`src/rtl/prog_load_ctrl_pkg.sv`:
```
// Shared types and constants for the program loader.
// State encoding, error codes and RAM geometry.
package prog_load_ctrl_pkg;

  localparam logic [7:0] SYNC_BYTE_DEF = 8'hA5;

  localparam int RAM_DEPTH = 256;
  localparam int RAM_WIDTH = 16;
  localparam int RAM_AW    = $clog2(RAM_DEPTH);

  typedef enum logic [2:0] {
    ST_IDLE    = 3'd0,
    ST_LEN     = 3'd1,
    ST_DATA_LO = 3'd2,
    ST_DATA_HI = 3'd3,
    ST_CHK     = 3'd4,
    ST_RUN     = 3'd5
  } state_t;

  localparam logic [1:0] ERR_NONE     = 2'd0;
  localparam logic [1:0] ERR_LEN_ZERO = 2'd1;
  localparam logic [1:0] ERR_CHK      = 2'd2;
  localparam logic [1:0] ERR_TIMEOUT  = 2'd3;

  // States in which a frame is in flight and the idle timer runs.
  function automatic logic in_frame(input state_t s);
    return (s == ST_LEN) || (s == ST_DATA_LO) ||
           (s == ST_DATA_HI) || (s == ST_CHK);
  endfunction

endpackage

```
`src/rtl/prog_load_timeout.sv`:
```
// Restartable down-counter for inter-byte idle time.
// Reloads on clear or when disabled; expire is combinational.
module prog_load_timeout #(
  parameter int TIMEOUT = 100000
) (
  input  logic clk,
  input  logic reset,
  input  logic clear,
  input  logic enable,
  output logic expire
);

  localparam int W = $clog2(TIMEOUT + 1);

  logic [W-1:0] cnt;

  // Last idle cycle of the budget; a clear in the same cycle wins.
  assign expire = enable && !clear && (cnt == W'(1));

  always_ff @(posedge clk) begin
    if (reset) begin
      cnt <= W'(TIMEOUT);
    end else if (clear || !enable) begin
      cnt <= W'(TIMEOUT);
    end else if (cnt != '0) begin
      cnt <= cnt - W'(1);
    end
  end

endmodule

```
`src/rtl/prog_load_ctrl.sv`:
```
// Framed program loader: parses UART bytes into the 256x16 RAM,
// verifies the checksum, then hands the RAM port to the CPU.
import prog_load_ctrl_pkg::*;

module prog_load_ctrl #(
  parameter logic [7:0] SYNC_BYTE = SYNC_BYTE_DEF,
  parameter int         TIMEOUT   = 100000
) (
  input  logic                 clk,
  input  logic                 reset,
  input  logic [7:0]           rx_data,
  input  logic                 rx_valid,
  input  logic [RAM_AW-1:0]    pc_addr,
  input  logic                 halt_req,
  output logic                 ram_we,
  output logic [RAM_AW-1:0]    ram_addr,
  output logic [RAM_WIDTH-1:0] ram_wdata,
  output logic                 cpu_run,
  output logic                 load_done,
  output logic                 load_err,
  output logic [1:0]           err_code
);

  state_t state, state_d;

  logic [7:0]           n_words, n_words_d;
  logic [RAM_AW-1:0]    idx, idx_d;
  logic [7:0]           lo, lo_d;
  logic [7:0]           sum, sum_d;
  logic                 we_q, we_d;
  logic [RAM_AW-1:0]    wr_addr, wr_addr_d;
  logic [RAM_WIDTH-1:0] wdata_q, wdata_d;
  logic                 done_q, done_d;
  logic                 err_q, err_d;
  logic [1:0]           code_q, code_d;
  logic                 expire;

  prog_load_timeout #(
    .TIMEOUT (TIMEOUT)
  ) u_timeout (
    .clk    (clk),
    .reset  (reset),
    .clear  (rx_valid),
    .enable (in_frame(state)),
    .expire (expire)
  );

  always_comb begin
    state_d   = state;
    n_words_d = n_words;
    idx_d     = idx;
    lo_d      = lo;
    sum_d     = sum;
    we_d      = 1'b0;
    wr_addr_d = wr_addr;
    wdata_d   = wdata_q;
    done_d    = 1'b0;
    err_d     = err_q;
    code_d    = code_q;

    if (expire) begin
      state_d = ST_IDLE;
      err_d   = 1'b1;
      code_d  = ERR_TIMEOUT;
    end else begin
      unique case (state)
        ST_IDLE: begin
          if (rx_valid && rx_data == SYNC_BYTE) begin
            state_d = ST_LEN;
            err_d   = 1'b0;
            code_d  = ERR_NONE;
          end
        end
        ST_LEN: begin
          if (rx_valid) begin
            if (rx_data == 8'd0) begin
              state_d = ST_IDLE;
              err_d   = 1'b1;
              code_d  = ERR_LEN_ZERO;
            end else begin
              n_words_d = rx_data;
              sum_d     = rx_data;
              idx_d     = '0;
              state_d   = ST_DATA_LO;
            end
          end
        end
        ST_DATA_LO: begin
          if (rx_valid) begin
            lo_d    = rx_data;
            sum_d   = sum + rx_data;
            state_d = ST_DATA_HI;
          end
        end
        ST_DATA_HI: begin
          if (rx_valid) begin
            we_d      = 1'b1;
            wr_addr_d = idx;
            wdata_d   = {rx_data, lo};
            sum_d     = sum + rx_data;
            idx_d     = idx + 8'd1;
            state_d   = (idx == n_words - 8'd1) ? ST_CHK : ST_DATA_LO;
          end
        end
        ST_CHK: begin
          if (rx_valid) begin
            if (rx_data == sum) begin
              state_d = ST_RUN;
              done_d  = 1'b1;
            end else begin
              state_d = ST_IDLE;
              err_d   = 1'b1;
              code_d  = ERR_CHK;
            end
          end
        end
        ST_RUN: begin
          // Halt takes priority; any byte in this cycle is dropped.
          if (halt_req) begin
            state_d = ST_IDLE;
          end
        end
        default: begin
          state_d = ST_IDLE;
        end
      endcase
    end
  end

  always_ff @(posedge clk) begin
    if (reset) begin
      state   <= ST_IDLE;
      n_words <= '0;
      idx     <= '0;
      lo      <= '0;
      sum     <= '0;
      we_q    <= 1'b0;
      wr_addr <= '0;
      wdata_q <= '0;
      done_q  <= 1'b0;
      err_q   <= 1'b0;
      code_q  <= ERR_NONE;
    end else begin
      state   <= state_d;
      n_words <= n_words_d;
      idx     <= idx_d;
      lo      <= lo_d;
      sum     <= sum_d;
      we_q    <= we_d;
      wr_addr <= wr_addr_d;
      wdata_q <= wdata_d;
      done_q  <= done_d;
      err_q   <= err_d;
      code_q  <= code_d;
    end
  end

  assign cpu_run   = (state == ST_RUN);
  assign ram_we    = we_q && !cpu_run;
  assign ram_addr  = cpu_run ? pc_addr : wr_addr;
  assign ram_wdata = wdata_q;
  assign load_done = done_q;
  assign load_err  = err_q;
  assign err_code  = code_q;

endmodule

```
`config.mk`:
```
export PLATFORM = sky130hd
export DESIGN_NAME = prog_load_ctrl
export DESIGN_NICKNAME = d
export VERILOG_FILES = /design/src/rtl/prog_load_ctrl_pkg.sv /design/src/rtl/prog_load_timeout.sv /design/src/rtl/prog_load_ctrl.sv
export SDC_FILE = /design/constraint.sdc
export NUM_CORES = 1
export LEC_CHECK = 0
export ABC_CLOCK_PERIOD_IN_PS = 3200
export BUFFER_PORTS_ARGS = -buffer_cell sky130_fd_sc_hd__clkbuf_2
export CAP_MARGIN = 20
export CORE_MARGIN = 2
export CORE_UTILIZATION = 40
export CTS_CLUSTER_DIAMETER = 100
export DETAILED_ROUTE_END_ITERATION = 16
export GPL_TIMING_DRIVEN = 0
export PLACE_DENSITY_LB_ADDON = 0.05
export SYNTH_ARGS = -nofsm -noshare
export SYNTH_HDL_FRONTEND = slang
export SYNTH_HIERARCHICAL = 1
export SYNTH_SLANG_ARGS = --single-unit
```
`constraint.sdc`:
```
create_clock -name clk -period 3.2 [get_ports clk]
set_input_delay 0.64 -clock clk [delete_from_list [all_inputs] [get_ports clk]]
set_output_delay 0.64 -clock clk [all_outputs]
set_load 0.01 [all_outputs]
```
==> results.py, run 1 <==
metrics = {
    "yosys": {
        "synth_seq_cells": 81,
        "synth_edf_count": 0,
        "syn_area_sq_mm": 0.00417,
        "ys.flop_type": "dfxtp_1",
        "synthArstFlopShare": 0,
        "syn_area_per_cell_sq_um": 8.15,
        "syn_nets": 544,
        "synth_cell_types": 67,
        "ys_seq_area_frac": 0.389,
        "syn_inst": 512,
        "yosys_warnings": 6,
    },
    "layout": {
        "insertedDiodeCount": 0,
        "multiInputGateArea_sq_mm": 0.00240,
        "seqCellArea_sq_mm": 0.00162,
        "syn2layout_area_growth_pct": 14.6,
        "drive_above_1_share": 0.172,
        "finalNetCount": 603,
        "fillers": 1049,
    },
    "sta": {
        "fin_crit_ns": 2.97,
        "setup_violations": 0,
        "finalCritPeriodShare": 0.927,
        "tightest_slew_ns": 0.861,
        "slew_violations": 0,
        "final_hold_viol_count": 0,
        "rsz0062_at_grt": "false",
        "setup_tns_ns": 0,
        "max_slew_margin": 0.423,
        "finClkSkew_ns": 0.00988,
        "fmax_mhz": 337,
    },
    "die": {
        "core_area_sq_mm": 0.0102,
        "rows": 37,
        "start_util": 0.408,
        "io_pins": 50,
        "dieArea_sq_mm": 0.0113,
        "die_h_um": 106,
        "die_w_um": 106,
    },
    "grt": {
        "use_met3": 0.0282,
        "antenna_found_initial": 0,
        "top_usage_layer": "met2",
        "gr-usage-met1": 0.262,
        "grt_pass1_vias": 3520,
        "grt_pass1_wl_um": 17600,
        "track_usage": 0.197,
        "grt_overflow": 0,
        "grt_max_degree": 16,
        "grt_use_met2": 0.317,
    },
    "clock_network": {
        "root_buffer": "clkbuf_8",
        "clockBufferDepth": 2,
        "tritoncts": "built",
        "htree_levels": 3,
        "cts_made_buffers": 9,
        "cts.clk_slew.worst_paths_ns": 0.09,
        "clock_sinks": 81,
        "clock_latency_ns": 0.36,
        "postCtsSetupRepairBufs": 0,
    },
    "setup_path": {
        "crit_arrival_ns": 3.25,
        "critPathSlowestCell": "or2_2",
        "r2r_cells": 12,
        "reg2reg_to": "idx[7]$_SDFFE_PP0P_",
        "path_max_fanout": 9,
        "r2r_slack_ns": 0.23,
        "critical-path-max-stage-delay_ns": 0.38,
        "setup.worst_path.class": "flop to flop",
        "reg2reg_from": "state[0]$_SDFFE_PP0P_",
        "cp-end-kind": "flop",
        "crit_chain": "clkbuf_1 -> or2_2 -> xor2_1 -> nand4b_1 -> nor2_1 -> inv_1 -> nand2_1 -> nor4_1 -> buf_2 -> or2_2 -> clkbuf_1 -> nor2_1",
        "cp.required_ns": 3.49,
        "startpoint_type": "flop",
    },
    "drt": {
        "vias_per_cell": 5.32,
        "drt_pass1_iterations": 4,
        "ant_nets": 0,
        "drcViolationCount": 0,
        "vias": 3787,
        "wl_um": 10600,
        "drtIter0Drc": 202,
        "post_drt_wl_per_cell_um": 14.9,
    },
    "worst_hold_path": {
        "hold_path_end": "ram_wdata[2]$_SDFFE_PP0P_",
        "min_from": "lo[2]$_SDFFE_PP0P_",
        "hp-class": "flop to flop",
        "holdPathStages": 2,
    },
    "pwr": {
        "p_total_uw": 1810,
        "power_density_mw_per_mm2": 378,
        "ir_drop_uv": 189,
        "leakage_uw": 0.00182,
    },
    "placement": {
        "dp_hpwl_um": 7660,
        "routabilityCongestion": 0.799,
        "port_buffers": 48,
    },
    "status": {
        "status": "complete, no violations",
    },
    "flow_run": {
        "cap_viol_max_count": 0,
    },
}
where the power goes:
group	switching [uW]	internal [uW]	leakage [uW]	total, uW
clock network	411	313	0.0000941	724
logic	51.8	23.3	0.00107	75.1
registers	0.589	1010	0.000652	1010
through the flow:
step	util	area [sq um]	setup WS [ns]	hold WS, ns	cells
6_report	0.467	4780	0.234	0.455	712
5_1_grt	0.467	4780	0.0255	0.474	712
3_3_place_gp	0.448	4580	0.0615	0.442	696
2_1_floorplan	-	4170	0.745	0.431	512
3_5_place_dp	0.448	4580	0.0175	0.448	696
4_1_cts	0.467	4770	0.122	0.458	712
cells in the final DEF, fill, tap and decap left out, types with 4 or more instances in the layout:
| master | n |
|---|---|
| o31ai_1 | 4 |
| nand2_1 | 98 |
| and3_1 | 4 |
| dfxtp_1 | 81 |
| nor4_1 | 7 |
| a21oi_1 | 35 |
| mux2i_1 | 22 |
| xor2_1 | 8 |
| o211ai_1 | 7 |
| clkbuf_1 | 16 |
| nor3_1 | 7 |
| a31oi_1 | 10 |
| o21ai_0 | 13 |
| inv_1 | 14 |
| nand4_1 | 4 |
| clkbuf_2 | 48 |
| nand3_1 | 20 |
| clkbuf_8 | 10 |
| or3_1 | 5 |
| ha_1 | 11 |
| inv_6 | 4 |
| o2111ai_1 | 4 |
| xnor2_1 | 12 |
| nor2_1 | 51 |
| buf_2 | 5 |
| nor2b_1 | 4 |
flip-flops by register name (all words and copies together), names as in the netlist:
| signal | flops |
|---|---|
| err_code | 2 |
| idx | 8 |
| lo | 8 |
| load_done | 1 |
| load_err | 1 |
| n_words | 8 |
| ram_wdata | 16 |
| state | 3 |
| sum | 8 |
| u_timeout/cnt | 17 |
| we_q | 1 |
| wr_addr | 8 |
worst max path at each step:
stage	start	end	slack, ns	cells past startpoint
finish	state[0]$_SDFFE_PP0P_	idx[7]$_SDFFE_PP0P_	0.23	12
global route	state[0]$_SDFFE_PP0P_	idx[3]$_SDFFE_PP0P_	0.03	12
CTS	state[1]$_SDFFE_PP0P_	ram_addr[0]	0.12	7
detailed placement	state[0]$_SDFFE_PP0P_	sum[1]$_SDFFE_PP0P_	0.02	11
global placement	state[0]$_SDFFE_PP0P_	sum[1]$_SDFFE_PP0P_	0.06	11
floorplan	state[0]$_SDFFE_PP0P_	sum[1]$_SDFFE_PP0P_	0.75	11
what timing repair did:
item | 4_1_cts | 5_1_grt
hold buffers | 0 | 0
resized for setup | 1 | 2
gates cloned | 0 | 0
pin swaps | 0 | 0
setup endpoints to repair | 1 | 8
synth_stat cells, types with 2 or more instances:
library cell	count	area (sq um)
nor2b_1	4	25.0
o41ai_1	2	17.5
inv_1	14	52.6
ha_1	11	138
or3_1	5	31.3
a311oi_1	2	17.5
clkbuf_1	16	60.1
nor4_4	2	42.5
nor3_1	7	35.0
o211ai_1	7	52.6
a41o_2	2	22.5
and2_1	3	18.8
buf_4	2	15.0
nor2_1	51	191
nor4_1	7	43.8
nand2_1	98	368
o21ai_0	13	65.1
o21ai_1	3	15.0
dfxtp_1	81	1620
buf_2	5	25.0
o2111ai_1	4	35.0
or2_2	3	18.8
nand3_1	21	105
nor3_2	3	30.0
xor2_1	8	70.1
nor3b_1	2	15.0
o21bai_1	3	22.5
o21a_1	3	22.5
mux2i_1	22	220
xnor2_1	12	105
a31oi_1	10	62.6
a211oi_1	4	30.0
or4_1	2	15.0
and3_1	4	25.0
buf_1	2	7.51
o31ai_1	4	30.0
a21oi_1	35	175
nand2b_1	3	18.8
nand4_1	4	25.0
layer usage:
layer  share of wire  vias to the layer above  routed length (um)
li1                -                     1926                   -
met1            0.49                     1771                5240
met2            0.46                       69                4850
met3           0.029                       21                 313
met4           0.022                        0                 229
met5               0                        -                   0
worst max-delay path, delay by kind of cell (launching register included):
kind | cells | cell delay (ns)
buffers and inverters | 4 | 0.77
flip-flops | 1 | 0.30
XOR/XNOR | 1 | 0.21
AND/OR/NAND/NOR | 7 | 1.61
final cells by class:
cell class	count	area share
buffer	25	0.0225
inverter	15	0.0126
multi-input combinational	391	0.501
sequential	81	0.339
timing repair buffer	48	0.0502
clock inverter	6	0.00994
tap	136	0.0356
clock buffer	10	0.0288
cells by family after synthesis:
kind of cell | count (synthesis) | synth area share
adder cells (fa/ha/maj) | 12 | 0.0378
AND/OR/NAND/NOR | 233 | 0.275
XOR/XNOR | 20 | 0.0420
AO/OA/AOI/OAI | 104 | 0.165
multiplexers | 22 | 0.0528
flip-flops | 81 | 0.389
buffers and inverters | 40 | 0.0393
Note: power is estimated with default switching activity, not from simulation.
==> inputs of run 2 (changes only) <==
--- a/config.mk
+++ b/config.mk
@@ -5,11 +5,11 @@
 export SDC_FILE = /design/constraint.sdc
 export NUM_CORES = 1
 export LEC_CHECK = 0
-export ABC_CLOCK_PERIOD_IN_PS = 3200
+export ABC_CLOCK_PERIOD_IN_PS = 3500
 export BUFFER_PORTS_ARGS = -buffer_cell sky130_fd_sc_hd__clkbuf_2
 export CAP_MARGIN = 20
 export CORE_MARGIN = 2
-export CORE_UTILIZATION = 40
+export CORE_UTILIZATION = 55
 export CTS_CLUSTER_DIAMETER = 100
 export DETAILED_ROUTE_END_ITERATION = 16
 export GPL_TIMING_DRIVEN = 0
==> constraint.sdc (replaced) <==
create_clock -name clk -period 3.5 [get_ports clk]
set_input_delay 0 -clock clk [delete_from_list [all_inputs] [get_ports clk]]
set_output_delay 0 -clock clk [all_outputs]
set_load 0.01 [all_outputs]
==> run 2 against run 1 <==
- utilization is 19 points higher
- sequential power is 9% lower
- final area is 0.68% higher
- register-to-register slack better by 0.16 ns
- power is 4.8% lower
- worst hold slack worse by 0.45 ns
- sequential cell count stayed put
- first-iteration DRC count is 20% lower
- critical path depth is 1 lower
- final cell count is 4.2% lower
- routed wire length is 6.8% lower
- die area is 26% lower
==> results.py, run 2 (synthesis results as in run 1) <==
metrics = {
    "placement": {
        "dp_hpwl_um": 7240,
        "routabilityCongestion": 0.876,
        "place_ws_ns": 0.456,
        "port_buffers": 48,
    },
    "grt": {
        "grt_pass1_vias": 3509,
        "grt_pass1_wl_um": 16400,
        "grt_max_degree": 17,
        "grt_overflow": 0,
        "antenna_found_initial": 0,
        "track_usage": 0.241,
    },
    "sta": {
        "rsz0062_at_grt": "false",
        "setup_slack_ns": 0.392,
        "final_hold_viol_count": 0,
        "tightest_slew_ns": 0.885,
        "slew_violations": 0,
        "finClkSkew_ns": 0.00996,
        "finalCritPeriodShare": 0.888,
        "setup_tns_ns": 0,
        "setup_violations": 0,
        "max_slew_margin": 0.406,
        "fmax_mhz": 322,
        "fin_crit_ns": 3.11,
    },
    "pwr": {
        "power_switching_share": 0.250,
        "ir_drop_uv": 352,
        "clkPwrFrac": 0.422,
        "p_int_uw": 1290,
        "power_density_mw_per_mm2": 357,
        "seqPwrFrac": 0.536,
        "p_switching_uw": 429,
        "leakage_uw": 0.00186,
        "pwr-share-comb": 0.042,
    },
    "setup_path": {
        "cpMostUsedCell": "nor2_1",
        "r2r_cells": 11,
        "reg2reg_from": "state[0]$_SDFFE_PP0P_",
        "setup.worst_path.class": "flop to flop",
        "crit_chain": "clkbuf_1 -> or2_2 -> xor2_1 -> nand4b_1 -> nor2_1 -> inv_1 -> nand2_1 -> a211oi_1 -> buf_2 -> mux2i_1 -> nor2_1",
        "startpoint_type": "flop",
        "cp-end-kind": "flop",
        "critPathSlowestCell": "a211oi_1",
        "critical-path-max-stage-delay_ns": 0.78,
        "reg2reg_to": "sum[1]$_SDFFE_PP0P_",
        "r2r_slack_ns": 0.39,
        "crit_arrival_ns": 3.34,
        "path_max_fanout": 10,
        "cp.required_ns": 3.73,
    },
    "drt": {
        "ant_nets": 0,
        "post_drt_wl_per_cell_um": 14.5,
        "vias": 3813,
        "wl_um": 9900,
        "drtIter0Drc": 161,
        "drt_pass1_iterations": 5,
        "vias_per_cell": 5.59,
        "drcViolationCount": 0,
    },
    "clock_network": {
        "clockBufferDepth": 2,
        "htree_levels": 3,
        "root_buffer": "clkbuf_8",
        "cts_made_buffers": 9,
        "clock_sinks": 81,
        "cts.clk_slew.worst_paths_ns": 0.09,
        "clock_latency_ns": 0.36,
        "tritoncts": "built",
    },
    "worst_hold_path": {
        "min_from": "rx_data[5]",
        "hold_path_end": "ram_wdata[13]$_SDFFE_PP0P_",
        "hp-class": "primary input to flop",
        "holdPathStages": 3,
    },
    "die": {
        "core_area_sq_mm": 0.00729,
        "dieArea_sq_mm": 0.00830,
        "die_h_um": 91.1,
        "rows": 31,
        "io_pins": 50,
        "die_w_um": 91.1,
        "start_util": 0.572,
    },
    "layout": {
        "drive_above_1_share": 0.165,
        "final_common_cell": "nand2_1",
        "insertedDiodeCount": 0,
        "syn2layout_area_growth_pct": 15.4,
        "largest-register": "u_timeout/cnt",
        "finalNetCount": 610,
        "largest_reg_flops": 17,
        "final_cell_mix": "98 x nand2_1, 81 x dfxtp_1, 51 x nor2_1",
        "fillers": 684,
    },
    "status": {
        "status": "complete, no violations",
    },
    "flow_run": {
        "cap_viol_max_count": 0,
    },
}
==> run 2: cell count changes in the layout (fill, tap and decap cells not counted), sizes merged <==
cell	delta
bufinv	+1
clkbuf	-1
clkinv	+1
clkinvlp	-1
dlygate4sd3	+7
==> run 2: layout make-up <==
type	count	area, sq um	share of cell area
multi-input cells	391	2390	0.496
flip-flops and latches	81	1620	0.337
repair buffers	55	310	0.0644
clock buffers	9	124	0.0257
well taps	99	124	0.0257
plain buffers	25	108	0.0223
clock inverters	7	83.8	0.0174
inverters	15	56.3	0.0117
==> run 2: repair_timing <==
action	CTS	global route
hold buffers	7	0
resized for setup	0	0
setup endpoints to repair	0	0
buffers inserted	0	0
endpoints found under the hold margin	8	0
==> run 2: worst max path at each step <==
stage	startpoint	to	slack, ns
6_report	state[0]$_SDFFE_PP0P_	sum[1]$_SDFFE_PP0P_	0.39
5_1_grt	state[0]$_SDFFE_PP0P_	sum[1]$_SDFFE_PP0P_	0.22
4_1_cts	state[0]$_SDFFE_PP0P_	sum[1]$_SDFFE_PP0P_	0.42
3_5_place_dp	state[0]$_SDFFE_PP0P_	sum[1]$_SDFFE_PP0P_	0.46
3_3_place_gp	state[0]$_SDFFE_PP0P_	sum[1]$_SDFFE_PP0P_	0.48
2_1_floorplan	state[0]$_SDFFE_PP0P_	sum[1]$_SDFFE_PP0P_	1.05
==> run 2: through the flow <==
step	area, sq um	total power, uW	hold slack [ns]	utilization	cells
floorplan	4170	977	0.111	-	512
global placement	4540	1010	0.270	0.622	659
detailed placement	4540	1010	0.276	0.622	659
CTS	4810	1730	0.00762	0.660	682
global route	4810	1780	0.0158	0.660	682
finish	4810	1720	0.00306	0.660	682
==> run 2: layer usage <==
layer / track usage / vias to the layer above / routed length [um] / part of all wire
met5: 0 / - / 0 / 0
met4: 0.0770 / 0 / 157 / 0.016
met3: 0.0407 / 13 / 390 / 0.039
met2: 0.422 / 71 / 4780 / 0.48
met1: 0.300 / 1780 / 4580 / 0.46
li1: - / 1949 / - / -
==> run 2: power groups by stage <==
stage / Sequential [uW] / Clock [uW] / Combinational, uW
global placement: 943 / 0 / 64.7
CTS: 922 / 737 / 72.7
global route: 922 / 777 / 79.0
detailed placement: 943 / 0 / 66.6
floorplan: 943 / 0 / 33.9
finish: 922 / 725 / 72.8
==> run 2: critical path: cells and delay by family (launching register included) <==
kind / cells / cell delay (ns)
buffers and inverters: 3 / 0.71
flip-flops: 1 / 0.30
XOR/XNOR: 1 / 0.17
AND/OR/NAND/NOR: 5 / 0.80
multiplexers: 1 / 0.21
AO/OA/AOI/OAI: 1 / 0.78
==> inputs of run 3 (changes only) <==
--- a/config.mk
+++ b/config.mk
@@ -5,7 +5,7 @@
 export SDC_FILE = /design/constraint.sdc
 export NUM_CORES = 1
 export LEC_CHECK = 0
-export ABC_CLOCK_PERIOD_IN_PS = 3500
+export ABC_CLOCK_PERIOD_IN_PS = 3450
 export BUFFER_PORTS_ARGS = -buffer_cell sky130_fd_sc_hd__clkbuf_2
 export CAP_MARGIN = 20
 export CORE_MARGIN = 2
@@ -14,6 +14,7 @@
 export DETAILED_ROUTE_END_ITERATION = 16
 export GPL_TIMING_DRIVEN = 0
 export PLACE_DENSITY_LB_ADDON = 0.05
+export RECOVER_POWER = 100
 export SYNTH_ARGS = -nofsm -noshare
 export SYNTH_HDL_FRONTEND = slang
 export SYNTH_HIERARCHICAL = 1
==> constraint.sdc (replaced) <==
create_clock -name clk -period 3.45 [get_ports clk]
set_input_delay 0 -clock clk [delete_from_list [all_inputs] [get_ports clk]]
set_output_delay 0 -clock clk [all_outputs]
set_load 0.01 [all_outputs]
==> run 3 against run 2 <==
- worst hold slack improved by 0.014 ns
- first-iteration DRC count rose by 13%
- global-route usage unchanged
- critical endpoint is now lo[2]$_SDFFE_PP0P_
==> results.py, run 3 (synthesis results as in run 1) <==
metrics = {
    "sta": {
        "finalCritPeriodShare": 0.912,
        "fin_crit_ns": 3.15,
        "max_slew_margin": 0.0732,
        "slew_violations": 0,
        "rsz0062_at_grt": "false",
        "setup_violations": 0,
        "tightest_slew_ns": 1.38,
        "fmax_mhz": 318,
        "setup_slack_ns": 0.305,
        "finClkSkew_ns": 0.00993,
        "final_hold_viol_count": 0,
        "setup_tns_ns": 0,
    },
    "setup_path": {
        "setup.worst_path.class": "flop to flop",
        "crit_chain": "clkbuf_1 -> or2_2 -> xor2_1 -> nand4b_1 -> nor2_1 -> inv_1 -> nand2_1 -> nor3_1 -> mux2i_1 -> nor2_1",
        "critical-path-max-stage-delay_ns": 1.12,
        "path_buf_inv": 2,
        "cp_top_family": "simple AND/OR/NAND/NOR gates",
        "cpMostUsedCell": "nor2_1",
        "path_max_fanout": 9,
        "startpoint_type": "flop",
        "cp.required_ns": 3.68,
        "crit_arrival_ns": 3.37,
        "critPathSlowestCell": "nor3_1",
        "cp-end-kind": "flop",
    },
    "grt": {
        "antenna_found_initial": 0,
        "grt_pass1_vias": 3509,
        "grt_overflow": 0,
        "track_usage": 0.241,
        "grt_max_degree": 17,
        "grt_pass1_wl_um": 16400,
    },
    "die": {
        "rows": 31,
        "core_area_sq_mm": 0.00729,
        "dieArea_sq_mm": 0.00830,
        "die_h_um": 91.1,
        "start_util": 0.572,
        "die_w_um": 91.1,
        "io_pins": 50,
    },
    "layout": {
        "final_cell_mix": "98 x nand2_1, 81 x dfxtp_1, 51 x nor2_1",
        "finalInstanceArea_sq_mm": 0.00475,
        "layout.cells.non_filler": 682,
        "largest_reg_flops": 17,
        "fillers": 694,
        "insertedDiodeCount": 0,
        "fin_util": 0.652,
        "drive_above_1_share": 0.103,
        "final_common_cell": "nand2_1",
        "syn2layout_area_growth_pct": 13.9,
        "finalNetCount": 610,
        "largest-register": "u_timeout/cnt",
    },
    "pwr": {
        "ir_drop_uv": 357,
        "power_density_mw_per_mm2": 367,
        "leakage_uw": 0.00174,
    },
    "clock_network": {
        "tritoncts": "built",
        "clock_latency_ns": 0.36,
        "cts.clk_slew.worst_paths_ns": 0.09,
        "postCtsSetupRepairBufs": 0,
        "clock_sinks": 81,
        "cts_made_buffers": 9,
        "cts.repair.resized": 0,
        "htree_levels": 3,
        "holdBufCountCts": 7,
        "clockBufferDepth": 2,
        "root_buffer": "clkbuf_8",
    },
    "drt": {
        "vias_per_cell": 5.58,
        "post_drt_wl_per_cell_um": 14.6,
        "wl_um": 9940,
        "ant_nets": 0,
        "drcViolationCount": 0,
        "drt_pass1_iterations": 4,
        "vias": 3805,
        "drtIter0Drc": 182,
    },
    "placement": {
        "place_ws_ns": 0.406,
        "dp_hpwl_um": 7240,
        "place_area_sq_mm": 0.00454,
        "routabilityCongestion": 0.876,
        "dp_cells": 659,
        "port_buffers": 48,
    },
    "worst_hold_path": {
        "hp-class": "primary input to flop",
    },
    "status": {
        "status": "complete, no violations",
    },
    "flow_run": {
        "cap_viol_max_count": 0,
    },
}
run 3: cell types whose count changed in the layout (fill, tap and decap cells not counted), moves of 2 or more:
cell	delta
o21ai_0	+3
o21ai_1	-3
clkbuf_2	-30
clkbuf_1	+33
buf_2	-2
run 3: layer usage:
metal / up-vias / wire [um] / global-route usage
met2: 69 / 4830 / 0.422
met1: 1786 / 4630 / 0.300
met4: 0 / 111 / 0.0770
met3: 7 / 369 / 0.0407
li1: 1943 / - / -
met5: - / 0 / 0
run 3: per-stage QoR:
step,total power [uW],hold WS (ns)
2_1_floorplan,991,0.111
3_5_place_dp,1020,0.276
6_report,1740,0.0171
3_3_place_gp,1020,0.270
5_1_grt,1800,0.0158
4_1_cts,1760,0.00762
run 3: worst paths after layout:
kind | from | endpoint | slack (ns) | depth (start not counted)
worst max-delay path | state[0]$_SDFFE_PP0P_ | lo[2]$_SDFFE_PP0P_ | 0.30 | 10
worst min-delay path | rx_data[5] | ram_wdata[13]$_SDFFE_PP0P_ | 0.02 | 3
worst max register to register | state[0]$_SDFFE_PP0P_ | lo[2]$_SDFFE_PP0P_ | 0.30 | 10
worst min register to register | wr_addr[6]$_SDFFE_PP0P_ | wr_addr[6]$_SDFFE_PP0P_ | 0.46 | 2
run 3: area by class of cell:
class | instances | area [sq um] | share of cell area
Inverter | 15 | 56.3 | 0.0119
Clock inverter | 7 | 83.8 | 0.0176
Timing Repair Buffer | 55 | 273 | 0.0574
Tap cell | 99 | 124 | 0.0261
Clock buffer | 9 | 124 | 0.0261
Multi-Input combinational cell | 391 | 2360 | 0.497
Buffer | 25 | 105 | 0.0221
Sequential cell | 81 | 1620 | 0.341
run 3: power breakdown:
part | internal (uW) | switching [uW]
registers | 935 | 0.563
clock network | 349 | 386
logic | 26.4 | 46.9
total | 1310 | 434
run 3: worst reg2reg max path, delay by kind of cell, from the launching register on:
kind	cells	cell delay, ns
mux	1	0.29
simple gates	6	1.93
flops	1	0.31
buf+inv	2	0.34
xor+xnor	1	0.17
